File: src/rtl/dose_pkg.sv
// Shared types and widths for the dose scheduler: FSM states, time-field widths,
// slot index width and the manual-request index convention.
package dose_pkg;

  typedef enum logic [1:0] {IDLE, DISPENSE, GAP} state_t;

  localparam int SLOT_IDX_W = 3;
  localparam int HOUR_W     = 5;
  localparam int MIN_W      = 6;
  localparam int SEC_W      = 6;

  // The manual request occupies the index just past the last programmable slot.
  function automatic int manual_idx(input int n_slots);
    return n_slots;
  endfunction

endpackage

File: src/rtl/dose_slot.sv
// One programmable dose slot: hour/minute/enable registers, time comparator and a
// rising-edge detector so a match held for a whole minute yields a single pulse.
module dose_slot
  import dose_pkg::*;
(
  input  logic              clock,
  input  logic              reset,
  input  logic [SEC_W-1:0]  seconds,
  input  logic [MIN_W-1:0]  minutes,
  input  logic [HOUR_W-1:0] hours,
  input  logic              cfg_wr,
  input  logic [HOUR_W-1:0] cfg_hour,
  input  logic [MIN_W-1:0]  cfg_min,
  input  logic              cfg_en,
  output logic              match_pulse
);

  logic [HOUR_W-1:0] hour_r;
  logic [MIN_W-1:0]  min_r;
  logic              en_r;
  logic              match_p0;
  logic              match_p1;

  assign match_p0    = en_r && (hours == hour_r) && (minutes == min_r) && (seconds == '0);
  assign match_pulse = match_p0 && !match_p1;

  always_ff @(posedge clock) begin
    if (reset) begin
      hour_r   <= '0;
      min_r    <= '0;
      en_r     <= 1'b0;
      match_p1 <= 1'b0;
    end else begin
      match_p1 <= match_p0;
      if (cfg_wr) begin
        hour_r <= cfg_hour;
        min_r  <= cfg_min;
        en_r   <= cfg_en;
      end
    end
  end

endmodule

File: src/rtl/dose_scheduler.sv
// Programmable dose scheduler: N_SLOTS timed slots plus a manual request, arbitrated
// manual-first then lowest index; drives the motor for a pulse then a recovery gap.
// Optional per-slot completed-dose counters are enabled with DOSE_LOG_EN.
module dose_scheduler
  import dose_pkg::*;
#(
  parameter int N_SLOTS      = 3,
  parameter int PULSE_CYCLES = 50000000,
  parameter int GAP_CYCLES   = 5000000,
  parameter int CNT_W        = 26
) (
  input  logic                    clock,
  input  logic                    reset,
  input  logic [SEC_W-1:0]        seconds,
  input  logic [MIN_W-1:0]        minutes,
  input  logic [HOUR_W-1:0]       hours,
  input  logic                    cfg_we,
  input  logic [SLOT_IDX_W-1:0]   cfg_slot,
  input  logic [HOUR_W-1:0]       cfg_hour,
  input  logic [MIN_W-1:0]        cfg_min,
  input  logic                    cfg_en,
  input  logic                    manual_req,
  output logic [N_SLOTS:0]        pending,
  output logic                    motor,
  output logic                    busy,
  output logic [SLOT_IDX_W-1:0]   active_slot,
`ifdef DOSE_LOG_EN
  output logic [(N_SLOTS+1)*8-1:0] dose_count,
`endif
  output logic                    dose_done
);

  localparam int MANUAL_IDX = manual_idx(N_SLOTS);

  logic [N_SLOTS-1:0]    match_pulse;
  logic [N_SLOTS-1:0]    cfg_hit;
  logic                  manual_p1;
  logic                  manual_rise;
  logic [N_SLOTS:0]      set_vec;
  logic [N_SLOTS:0]      clr_vec;
  logic [N_SLOTS:0]      grant_vec;
  logic [SLOT_IDX_W-1:0] grant_idx;
  state_t                state;
  logic [CNT_W-1:0]      count;

  for (genvar i = 0; i < N_SLOTS; i++) begin : g_slot
    assign cfg_hit[i] = cfg_we && (int'(cfg_slot) == i);
    dose_slot u_slot (
      .clock       (clock),
      .reset       (reset),
      .seconds     (seconds),
      .minutes     (minutes),
      .hours       (hours),
      .cfg_wr      (cfg_hit[i]),
      .cfg_hour    (cfg_hour),
      .cfg_min     (cfg_min),
      .cfg_en      (cfg_en),
      .match_pulse (match_pulse[i])
    );
  end

  assign manual_rise = manual_req && !manual_p1;

  // Manual wins; otherwise the descending scan leaves the lowest set index.
  always_comb begin
    grant_vec = '0;
    grant_idx = '0;
    if (pending[MANUAL_IDX]) begin
      grant_vec[MANUAL_IDX] = 1'b1;
      grant_idx             = SLOT_IDX_W'(MANUAL_IDX);
    end else begin
      for (int k = N_SLOTS - 1; k >= 0; k--) begin
        if (pending[k]) begin
          grant_vec    = '0;
          grant_vec[k] = 1'b1;
          grant_idx    = SLOT_IDX_W'(k);
        end
      end
    end
  end

  // Set after clear, so a request arriving while its bit is being consumed re-arms it.
  assign set_vec = {manual_rise, match_pulse};
  assign clr_vec = {1'b0, cfg_hit} | ((state == IDLE) ? grant_vec : '0);

  always_ff @(posedge clock) begin
    if (reset) begin
      pending   <= '0;
      manual_p1 <= 1'b0;
    end else begin
      pending   <= (pending & ~clr_vec) | set_vec;
      manual_p1 <= manual_req;
    end
  end

  always_ff @(posedge clock) begin
    if (reset) begin
      state       <= IDLE;
      count       <= '0;
      motor       <= 1'b0;
      busy        <= 1'b0;
      active_slot <= '0;
    end else begin
      case (state)
        IDLE: begin
          if (|pending) begin
            state       <= DISPENSE;
            active_slot <= grant_idx;
            count       <= '0;
            motor       <= 1'b1;
            busy        <= 1'b1;
          end
        end
        DISPENSE: begin
          if (count == CNT_W'(PULSE_CYCLES - 1)) begin
            state <= GAP;
            count <= '0;
            motor <= 1'b0;
          end else begin
            count <= count + 1'b1;
          end
        end
        GAP: begin
          if (count == CNT_W'(GAP_CYCLES - 1)) begin
            state <= IDLE;
            count <= '0;
            busy  <= 1'b0;
          end else begin
            count <= count + 1'b1;
          end
        end
        default: begin
          state <= IDLE;
          count <= '0;
          motor <= 1'b0;
          busy  <= 1'b0;
        end
      endcase
    end
  end

  assign dose_done = (state == DISPENSE) && (count == CNT_W'(PULSE_CYCLES - 1));

`ifdef DOSE_LOG_EN
  logic [N_SLOTS:0] log_clr;
  assign log_clr = {1'b0, cfg_hit};

  for (genvar k = 0; k <= N_SLOTS; k++) begin : g_log
    logic [7:0] log_cnt;
    always_ff @(posedge clock) begin
      if (reset || log_clr[k]) begin
        log_cnt <= '0;
      end else if (dose_done && (active_slot == SLOT_IDX_W'(k)) && (log_cnt != 8'hFF)) begin
        log_cnt <= log_cnt + 8'd1;
      end
    end
    assign dose_count[k*8 +: 8] = log_cnt;
  end
`endif

endmodule

File: config.mk
export PLATFORM = sky130hd
export DESIGN_NAME = dose_scheduler
export DESIGN_NICKNAME = d
export VERILOG_FILES = /design/src/rtl/dose_pkg.sv /design/src/rtl/dose_slot.sv /design/src/rtl/dose_scheduler.sv
export SDC_FILE = /design/constraint.sdc
export NUM_CORES = 1
export LEC_CHECK = 0
export BUFFER_PORTS_ARGS = -buffer_cell sky130_fd_sc_hd__buf_4
export CAP_MARGIN = 20
export CORE_ASPECT_RATIO = 0.6
export CORE_UTILIZATION = 32
export DETAILED_ROUTE_END_ITERATION = 10
export PLACE_DENSITY = 0.57
export RECOVER_POWER = 50
export SYNTH_ARGS = -nofsm -noshare
export SYNTH_HDL_FRONTEND = slang
export SYNTH_HIERARCHICAL = 1
export SYNTH_SLANG_ARGS = --single-unit
File: constraint.sdc
create_clock -name clock -period 2.95 [get_ports clock]
set_clock_uncertainty 0.2 [all_clocks]
set_input_delay 0.1475 -clock clock [delete_from_list [all_inputs] [get_ports clock]]
set_output_delay 0.1475 -clock clock [all_outputs]
set_load 0.02 [all_outputs]
==> reports/summary.md, run 1 <==
- **total number of placement rows** 30
- **Area growth, synth to finish** 24.5%
- **share of the synthesized area in the top cell type** 0.401
- **Routed wire per std cell** 14.2 um
- **number of placed instances with taps included** 589
- **antenna diode count** 0
- **source-to-sink clock delay at the later pin of the worst-skew pair** 330 ps
- **die height** 86.3 um
- **Post-Place Cell Area** 0.00428 mm^2
- **Relative slew margins** 0.206
- **cell types occupying the most area after synthesis** dfxtp_1 40%, mux2i_1 9.8%, xnor2_1 8.8%
- **Highest Clock Rate** 393 MHz
- **dominant delay contributor by cell family on the critical path** buffers and inverters
- **count of buffering cells on the critical path with inverters included** 4
- **commonest non-fill, non-tap cells in the layout** 76 x dfxtp_1, 52 x nor2_1, 38 x xnor2_1, 38 x buf_4, 37 x mux2i_1
- **Yosys Warn Count** 6
- **delay contributed by the slowest stage of the critical path** 610 ps
- **leading cell type in the layout, fill and taps excluded** dfxtp_1
- **CTS root buffer** clkbuf_16
- **core occupancy in the finished layout** 0.414
- **post-route minimum period** 2540 ps
- **number of DRC markers in iteration 0** 168
- **Pre-Repair DR Iteration Count** 4
- **power share of the combinational group** 0.199
- **Critical Path Most Common Cell** dlygate4sd3_1
- **CTS H-tree depth** 3
- **#FFs+latches synth** 76
- **sw power** 725 uW
- **proportion of synthesized flip-flops having asynchronous set or reset** 0
- **commonest register cell after synthesis** dfxtp_1
- **leak pwr** 1.56 nW
- **deepest clock path buffer count** 2
- **Detailed Place HPWL** 6.25 mm
- **Internal Dissipation** 1.85 mW
- **overall via count from detail_route** 2,977
- **final count of negative-setup-slack endpoints** 0
- **number of top-level pins** 46
- **kind of end point of the critical path** flip-flop
- **hold slack final** 12.7 ps
- **maximum ir drop on the vdd rail** 0.273 mV
- **post-layout instance count excluding filler cells** 628
- **max-slew violation count** 0
- **Sw Share** 0.282
- **Crit Path Class** in -> reg
- **synthesized area per cell** 9.70 um^2
- **via count of the first global-routing pass** 2,887
- **cell area power density** 544 mW/mm^2
- **count of port buffers added during placement** 44
- **maximum number of pins on one net before global-route repair** 54
- **largest driver fanout on the critical path** 3
- **ratio of routed vias to standard cells** 4.74
- **TritonCTS Sinks** 76
- **number of cells on the worst hold path** 4
- **net count after synthesis** 431
- **area of the mapped netlist** 0.00379 mm^2
- **relative contribution of sequential cells to total power** 0.430
- **TritonCTS buffer count** 9
- **Least-Margin Pin Slew** 1190 ps
- **Die ar.** 0.0123 mm^2
- **sequential area share after synthesis** 0.401
- **count of nets after finishing** 504
- **endpoint required time on the critical path** 3020 ps
- **min-delay worst type** in -> reg
- **synthesized netlist cell count** 391
- **Routed Wire Length** 8.90 mm
- **worst slack, placed** 554 ps
- **CTS tree** yes
- **length in cells of the worst reg-to-reg path** 5
- **part of the cycle the worst path needs** 0.862
- **cell-by-cell listing of the critical path** dlygate4sd3_1, buf_4, nor3_1, nand2_1, dlygate4sd3_1, nor4_1, dlygate4sd3_1
- **Pwr Total** 2.57 mW
- **worst endpoint data arrival time** 2610 ps
- **total negative slack** 0 ps
- **GR Overflow Total** 0
- **initial antenna violation count** 0
- **fraction of power consumed by the clock network** 0.371
- **Slowest-stage cell, CP** dlygate4sd3_1
- **share of cells above drive strength 1** 0.188
- **RSZ-0062 raised after global routing** no
- **Final Worst Setup Slack** 407 ps
- **number of flops mapped to enable cells by yosys** 0
- **post-layout instance area** 0.00472 mm^2
- **Routability Congestion** 0.783
- **Maximum Capacitance Violations** 0
- **first-pass GRT wire length** 14.7 mm
- **Fin. Hold Viols** 0
- **run status** finished clean
- **die span in x** 143 um
- **startpoint class of the critical path** input port
- **effective utilization at floorplan** 0.332
- **Unique masters post-synth** 54
- **antenna-violating nets left** 0
- **Core Area** 0.0114 mm^2
- **DR DRC count** 0
- **most area-hungry cell type in the Yosys netlist** dfxtp_1
- **clock-pin slew on the worst setup and hold paths** 50 ps
- **Crit path depth** 7
- **overall global routing resource usage** 0.155
## layer usage
metal / global-route usage / wire length [um] / vias to the layer above
li1: - / - / 1510
met1: 0.237 / 4930 / 1398
met2: 0.210 / 3430 / 61
met3: 0.0392 / 452 / 8
met4: 0.0440 / 85 / 0
met5: 0 / 0 / -
## repair_timing
item	4_1_cts	5_1_grt
hold endpoints to repair	41	0
setup buffers	0	0
hold buffers	24	0
resized for setup	0	0
## final cells by class
| type | count | area (um^2) |
|---|---|---|
| Multi-Input combinational cell | 293 | 2130 |
| Sequential cell | 76 | 1520 |
| Clock buffer | 12 | 236 |
| Tap cell | 160 | 200 |
| Clock inverter | 3 | 15.0 |
| Timing Repair Buffer | 74 | 578 |
| Inverter | 10 | 37.5 |
| Fill cell | 1138 | 6690 |
## worst register-to-register path: stages, from the launching register on
cell and delay (ps):
dfxtp_1 340, nor4b_2 190, nand2_1 130, dlygate4sd3_1 610
nor4_1 280, dlygate4sd3_1 590
## power by group through the flow
stage / sequential (mW) / clock (mW) / combinational (mW)
6_report: 1.10 / 0.955 / 0.511
3_5_place_dp: 1.13 / 0 / 0.507
3_3_place_gp: 1.13 / 0 / 0.497
2_1_floorplan: 1.14 / 0 / 0.380
5_1_grt: 1.11 / 1.03 / 0.559
4_1_cts: 1.10 / 0.982 / 0.528
## kinds of logic (layout without fill, tap and decap cells)
group           count (synthesis)  after routing  share of synthesized area
fa+ha+maj                       4              4                     0.0132
mux                            37             37                     0.0976
compound gates                 21             21                     0.0505
buf+inv                        22             99                     0.0363
other cells                     1              1                   0.000988
flops                          76             76                      0.401
xor+xnor                       58             58                      0.134
simple gates                  172            172                      0.266
## flip-flops by register name (all words and copies together), names as in the netlist
| signal | cells |
|---|---|
| pending | 4 |
| count | 26 |
| active_slot | 2 |
| manual_p1 | 1 |
| g_slot.u_slot/match_p1 | 3 |
| busy | 1 |
| motor | 1 |
| g_slot.u_slot/min_r | 18 |
| g_slot.u_slot/en_r | 3 |
| state | 2 |
| g_slot.u_slot/hour_r | 15 |
## path summary, 6_finish.rpt
path	startpoint	to	slack, ps
worst max-delay path	seconds[2]	g_slot[2].u_slot/match_p1	410
worst min-delay path	hours[1]	g_slot[0].u_slot/match_p1	10
worst max register to register	g_slot[2].u_slot/en_r	g_slot[2].u_slot/match_p1	550
worst min register to register	motor	motor	280
## synthesized netlist by cell type (2+ instances only)
cell      count
nor2_1       52
nor3b_1       3
nand4_1      20
a21oi_1       4
ha_1          4
nor2_2       19
buf_12        2
mux2i_1      37
nand2_1      14
nor4_1        8
nor4b_2       3
buf_4         4
nand2b_1      4
nor2_4        2
xnor2_1      38
and3_1        5
nor3_1        7
and4bb_2      3
nand3_1      13
dfxtp_1      76
xor2_1       20
nand4b_1      6
nor2b_1       2
clkbuf_1      5
a31oi_1       2
inv_1        10
Power figures use the tool's default switching activity.
==> inputs of run 2 (changes only) <==
CTS_BUF_LIST = sky130_fd_sc_hd__clkbuf_16   (was not set)
clock period = 2.8 ns   (was 2.95 ns; I/O delays follow)
==> reports/summary.md, run 2 (synthesized netlist as in run 1, its figures left out) <==
- **delay contributed by the slowest stage of the critical path** 610 ps, about the same
- **number of flip-flops under the largest register name** 26, unchanged
- **GR Overflow Total** 0, unchanged
- **Critical Path Most Common Cell** dlygate4sd3_1, unchanged
- **Routed wire per std cell** 14.3 um, was 14.2 um
- **first-pass GRT wire length** 14.8 mm, was 14.7 mm
- **Filler Cells Inserted** 1,136, was 1,138
- **power share of the combinational group** 0.190, was 0.199
- **Fin. Hold Viols** 0, unchanged
- **count of nets after finishing** 512, was 504
- **Routed Wire Length** 9.10 mm, was 8.90 mm
- **post-route minimum period** 2490 ps
- **clock-pin slew on the worst setup and hold paths** 60 ps, was 50 ps
- **part of the cycle the worst path needs** 0.890
- **Area growth, synth to finish** 27.9%, was 24.5%
- **total number of placement rows** 30, unchanged
- **cell-by-cell listing of the critical path** dlygate4sd3_1, buf_4, nor3_1, nand2_1, dlygate4sd3_1, nor4_1, dlygate4sd3_1, unchanged
- **Post-Place Cell Area** 0.00429 mm^2, was 0.00428 mm^2
- **run status** finished clean, unchanged
- **post-layout instance area** 0.00485 mm^2, was 0.00472 mm^2
- **source-to-sink clock delay at the later pin of the worst-skew pair** 340 ps, was 330 ps
- **maximum ir drop on the vdd rail** 0.282 mV, was 0.273 mV
- **ratio of routed vias to standard cells** 4.75, was 4.74
- **Pwr Total** 2.93 mW, was 2.57 mW
- **gr busiest metal** met1, unchanged
- **die height** 86.3 um, unchanged
- **number of placed instances with taps included** 591, was 589
- **maximum number of pins on one net before global-route repair** 54, unchanged
- **Core Area** 0.0114 mm^2, unchanged
- **overall via count from detail_route** 3,028, was 2,977
- **endpoint required time on the critical path** 2880 ps, was 3020 ps
- **largest register by flop count** count, unchanged
- **count of buffering cells on the critical path with inverters included** 4, unchanged
- **Least-Margin Pin Slew** 1150 ps, was 1190 ps
- **registers with the most flip-flops** count (26), g_slot.u_slot/min_r (18), g_slot.u_slot/hour_r (15), unchanged
- **CTS root buffer** clkbuf_16, unchanged
- **share of cells above drive strength 1** 0.189, was 0.188
- **worst endpoint data arrival time** 2570 ps, was 2610 ps
- **overall global routing resource usage** 0.159, was 0.155
- **leak pwr** 1.61 nW, was 1.56 nW
- **Sw Share** 0.272, was 0.282
- **min-delay worst type** in -> reg, unchanged
- **Die ar.** 0.0123 mm^2, unchanged
- **Crit Path Class** in -> reg, unchanged
- **antenna diode count** 0, unchanged
- **kind of end point of the critical path** flip-flop, unchanged
- **max-slew violation count** 0, unchanged
- **leading cell type in the layout, fill and taps excluded** dfxtp_1, unchanged
- **via count of the first global-routing pass** 2,837, was 2,887
- **sw power** 797 uW, was 725 uW
- **fraction of power consumed by the clock network** 0.412, was 0.371
- **effective utilization at floorplan** 0.332, unchanged
- **final count of negative-setup-slack endpoints** 0, unchanged
- **startpoint class of the critical path** input port, unchanged
- **largest driver fanout on the critical path** 3, unchanged
- **cell area power density** 604 mW/mm^2, was 544 mW/mm^2
- **TritonCTS buffer count** 9, unchanged
- **Highest Clock Rate** 401 MHz
- **die span in x** 143 um, unchanged
- **CTS H-tree depth** 3, unchanged
- **dominant delay contributor by cell family on the critical path** buffers and inverters, unchanged
- **count of port buffers added during placement** 44, unchanged
- **Routability Congestion** 0.767, was 0.783
- **fraction of met1 tracks used by global routing** 0.239, was 0.237
- **reg-to-reg slack, setup** 340 ps, was 550 ps
- **Internal Dissipation** 2.13 mW, was 1.85 mW
- **post-layout instance count excluding filler cells** 637, was 628
- **Relative slew margins** 0.231, was 0.206
- **deepest clock path buffer count** 2, unchanged
- **number of top-level pins** 46, unchanged
- **met3 global-route usage** 0.0508, was 0.0392
- **number of DRC markers in iteration 0** 205, was 168
- **core occupancy in the finished layout** 0.425, was 0.414
- **Pre-Repair DR Iteration Count** 4, unchanged
- **initial antenna violation count** 0, unchanged
- **relative contribution of sequential cells to total power** 0.398, was 0.430
- **Slowest-stage cell, CP** dlygate4sd3_1, unchanged
- **Detailed Place HPWL** 6.35 mm, was 6.25 mm
- **CTS tree** yes, unchanged
- **Maximum Capacitance Violations** 0, unchanged
- **RSZ-0062 raised after global routing** no, unchanged
- **DR DRC count** 0, unchanged
- **met2 Resource Use GR** 0.209, was 0.210
- **antenna-violating nets left** 0, unchanged
- **TritonCTS Sinks** 76, unchanged
- **commonest non-fill, non-tap cells in the layout** 76 x dfxtp_1, 52 x nor2_1, 39 x buf_4, 38 x xnor2_1, 37 x mux2i_1, was 76 x dfxtp_1, 52 x nor2_1, 38 x xnor2_1, 38 x buf_4, 37 x mux2i_1
- **total negative slack** 0 ps, unchanged
run 2: changes by cell type in the layout (fill, tap and decap cells not counted):
cell,delta
clkinv_2,-2
clkinvlp_4,+1
buf_4,+1
inv_1,+2
clkinv_1,+1
bufinv_16,+2
dlygate4sd3_1,+6
clkbuf_1,-2
run 2: layer usage:
layer | vias up | share of wire
met4 | 0 | 0.0088
li1 | 1521 | -
met5 | - | 0
met1 | 1427 | 0.55
met3 | 6 | 0.065
met2 | 74 | 0.38
run 2: timing repair:
action,CTS,global route
hold buffers,30,0
endpoints found under the hold margin,41,0
resized for setup,0,0
buffers inserted,0,0
run 2: final timing paths:
check,from,to,depth (start not counted)
worst max register to register,count[0],count[20],7
worst min-delay path,cfg_slot[1],pending[0],4
worst max-delay path,seconds[2],g_slot[2].u_slot/match_p1,7
worst min register to register,active_slot[0],active_slot[0],2
run 2: area by class of cell:
type	count	area (um^2)	area share
clock inverter	7	83.8	0.0173
timing repair buffer	82	649	0.134
tap	160	200	0.0413
sequential	76	1520	0.314
inverter	10	37.5	0.00774
clock buffer	9	225	0.0464
multi-input combinational	293	2130	0.440
run 2: power by group through the flow:
| stage | sequential, mW | combinational [mW] | clock, mW |
|---|---|---|---|
| 3_3_place_gp | 1.18 | 0.537 | 0 |
| 5_1_grt | 1.17 | 0.611 | 1.30 |
| 4_1_cts | 1.17 | 0.572 | 1.24 |
| 6_report | 1.17 | 0.557 | 1.21 |
| 3_5_place_dp | 1.19 | 0.543 | 0 |
| 2_1_floorplan | 1.20 | 0.400 | 0 |
run 2: through the flow:
step                      setup WS [ps]  hold slack (ps)
after detailed placement            390              172
final                               307             11.4
after CTS                           340             6.16
after floorplan                     670             11.6
after global placement              502              170
after global routing                148             68.5
run 2: tightest hold or removal path, delay by kind of cell:
kind / cells / cell delay [ps]
buffers and inverters: 1 / 90
and+or+nand+nor: 2 / 200
AOI/OAI and AO/OA: 1 / 80
==> inputs of run 3 (changes only) <==
HOLD_SLACK_MARGIN = 0.02   (was not set)
==> reports/summary.md, run 3 (synthesized netlist as in run 1, its figures left out) <==
- **post-route minimum period** 2510 ps, was 2490 ps
- **area taken by multi-input logic gates** 0.00213 mm^2, unchanged
- **CTS tree** yes, unchanged
- **Maximum Capacitance Violations** 0, unchanged
- **Highest Clock Rate** 399 MHz, was 401 MHz
- **hold slack final** 66.4 ps, was 11.4 ps
- **DR DRC count** 0, unchanged
- **clock-pin slew on the worst setup and hold paths** 60 ps, about the same
- **largest register by flop count** count, unchanged
- **startpoint class of the critical path** input port, unchanged
- **Area growth, synth to finish** 28.3%, was 27.9%
- **CTS root buffer** clkbuf_16, unchanged
- **max-slew violation count** 0, unchanged
- **kind of end point of the critical path** flip-flop, unchanged
- **cell-by-cell listing of the critical path** dlygate4sd3_1, buf_4, nor3_1, nand2_1, dlygate4sd3_1, nor4_1, dlygate4sd3_1, unchanged
- **TritonCTS buffer count** 9, unchanged
- **number of buffers inserted for hold repair after clock tree synthesis** 32, was 30
- **Fin. Hold Viols** 0, unchanged
- **dominant delay contributor by cell family on the critical path** buffers and inverters, unchanged
- **TritonCTS Sinks** 76, unchanged
- **Critical Path Most Common Cell** dlygate4sd3_1, unchanged
- **overall via count from detail_route** 3,029, was 3,028
- **Sw Share** 0.273, was 0.272
- **Routed Wire Length** 9.10 mm, about the same
- **count of port buffers added during placement** 44, unchanged
- **maximum ir drop on the vdd rail** 0.282 mV, about the same
- **register area** 0.00152 mm^2, unchanged
- **power share of the combinational group** 0.190, about the same
- **leading cell type in the layout, fill and taps excluded** dfxtp_1, unchanged
- **core occupancy in the finished layout** 0.427, was 0.425
- **first-pass GRT wire length** 14.8 mm, about the same
- **run status** finished clean, unchanged
- **delay contributed by the slowest stage of the critical path** 610 ps, about the same
- **part of the cycle the worst path needs** 0.896, was 0.890
- **share of cells above drive strength 1** 0.186, was 0.189
- **Pre-Repair DR Iteration Count** 4, unchanged
- **registers with the most flip-flops** count (26), g_slot.u_slot/min_r (18), g_slot.u_slot/hour_r (15), unchanged
- **Die ar.** 0.0123 mm^2, unchanged
- **Internal Dissipation** 2.14 mW, was 2.13 mW
- **die span in x** 143 um, unchanged
- **antenna diode count** 0, unchanged
- **number of top-level pins** 46, unchanged
- **CTS H-tree depth** 3, unchanged
- **post-layout instance count excluding filler cells** 639, was 637
- **Routability Congestion** 0.767, unchanged
- **setup bufs post-CTS** 0, unchanged
- **fraction of power consumed by the clock network** 0.413, was 0.412
- **endpoint required time on the critical path** 2880 ps, about the same
- **source-to-sink clock delay at the later pin of the worst-skew pair** 340 ps, about the same
- **cell area power density** 603 mW/mm^2, was 604 mW/mm^2
- **number of placed instances with taps included** 591, unchanged
- **Relative slew margins** 0.228, was 0.231
- **Pwr Total** 2.94 mW, was 2.93 mW
- **deepest clock path buffer count** 2, unchanged
- **commonest non-fill, non-tap cells in the layout** 76 x dfxtp_1, 52 x nor2_1, 39 x buf_4, 38 x xnor2_1, 37 x mux2i_1, unchanged
- **count of buffering cells on the critical path with inverters included** 4, unchanged
- **via count of the first global-routing pass** 2,846, was 2,837
- **post-cts resize count** 0, unchanged
- **overall global routing resource usage** 0.159, about the same
- **initial antenna violation count** 0, unchanged
- **worst endpoint data arrival time** 2590 ps, was 2570 ps
- **number of flip-flops under the largest register name** 26, unchanged
- **maximum number of pins on one net before global-route repair** 54, unchanged
- **effective utilization at floorplan** 0.332, unchanged
- **Least-Margin Pin Slew** 1160 ps, was 1150 ps
- **die height** 86.3 um, unchanged
- **total negative slack** 0 ps, unchanged
- **ratio of routed vias to standard cells** 4.74, was 4.75
- **Filler Cells Inserted** 1,135, was 1,136
- **min-delay worst type** in -> reg, unchanged
- **number of DRC markers in iteration 0** 220, was 205
- **worst slack, placed** 390 ps, unchanged
- **Slowest-stage cell, CP** dlygate4sd3_1, unchanged
- **leak pwr** 1.62 nW, was 1.61 nW
- **Routed wire per std cell** 14.2 um, was 14.3 um
- **Final Worst Setup Slack** 292 ps, was 307 ps
- **final count of negative-setup-slack endpoints** 0, unchanged
- **Post-Place Cell Area** 0.00429 mm^2, unchanged
- **post-layout instance area** 0.00487 mm^2, was 0.00485 mm^2
- **antenna-violating nets left** 0, unchanged
- **count of nets after finishing** 514, was 512
- **Core Area** 0.0114 mm^2, unchanged
- **Detailed Place HPWL** 6.35 mm, unchanged
- **total number of placement rows** 30, unchanged
- **Crit Path Class** in -> reg, unchanged
- **sw power** 801 uW, was 797 uW
- **largest driver fanout on the critical path** 3, unchanged
- **GR Overflow Total** 0, unchanged
- **relative contribution of sequential cells to total power** 0.397, was 0.398
- **RSZ-0062 raised after global routing** no, unchanged
==> run 3: cell count changes in the layout (fill, tap and decap cells not counted), sizes merged <==
cell         change
dlygate4sd3      +2
==> run 3: final timing paths <==
kind	startpoint	endpoint	slack [ps]	cells past startpoint
hold reg to reg	active_slot[0]	active_slot[0]	290	2
setup / recovery	seconds[2]	g_slot[2].u_slot/match_p1	290	7
setup reg to reg	count[0]	count[20]	340	7
hold / removal	reset	g_slot[2].u_slot/en_r	70	2
==> run 3: area by class of cell <==
class | instances | area share
multi-input combinational | 293 | 0.438
sequential | 76 | 0.313
timing repair buffer | 84 | 0.137
clock buffer | 9 | 0.0463
tap | 160 | 0.0411
clock inverter | 7 | 0.0172
inverter | 10 | 0.00771
==> run 3: worst reg2reg max path, stage by stage (launching register included) <==
cell	delay [ps]
dfxtp_1	410
ha_1	300
nor3b_1	220
nand4_1	220
o21ai_1	360
a311o_1	260
buf_4	280
nor2_1	80
==> run 3: power groups by stage <==
stage                     clock [mW]  combinational [mW]  sequential [mW]
after floorplan                    0               0.400             1.20
after global placement             0               0.537             1.18
after detailed placement           0               0.543             1.19
after CTS                       1.24               0.574             1.17
after global routing            1.30               0.612             1.17
final                           1.21               0.559             1.17
==> run 3: per-layer routing <==
metal	share of wire	track usage	wire length [um]
met1	0.55	0.240	4970
met2	0.38	0.209	3420
met3	0.066	0.0508	602
met4	0.013	0.0479	114
met5	0	0	0
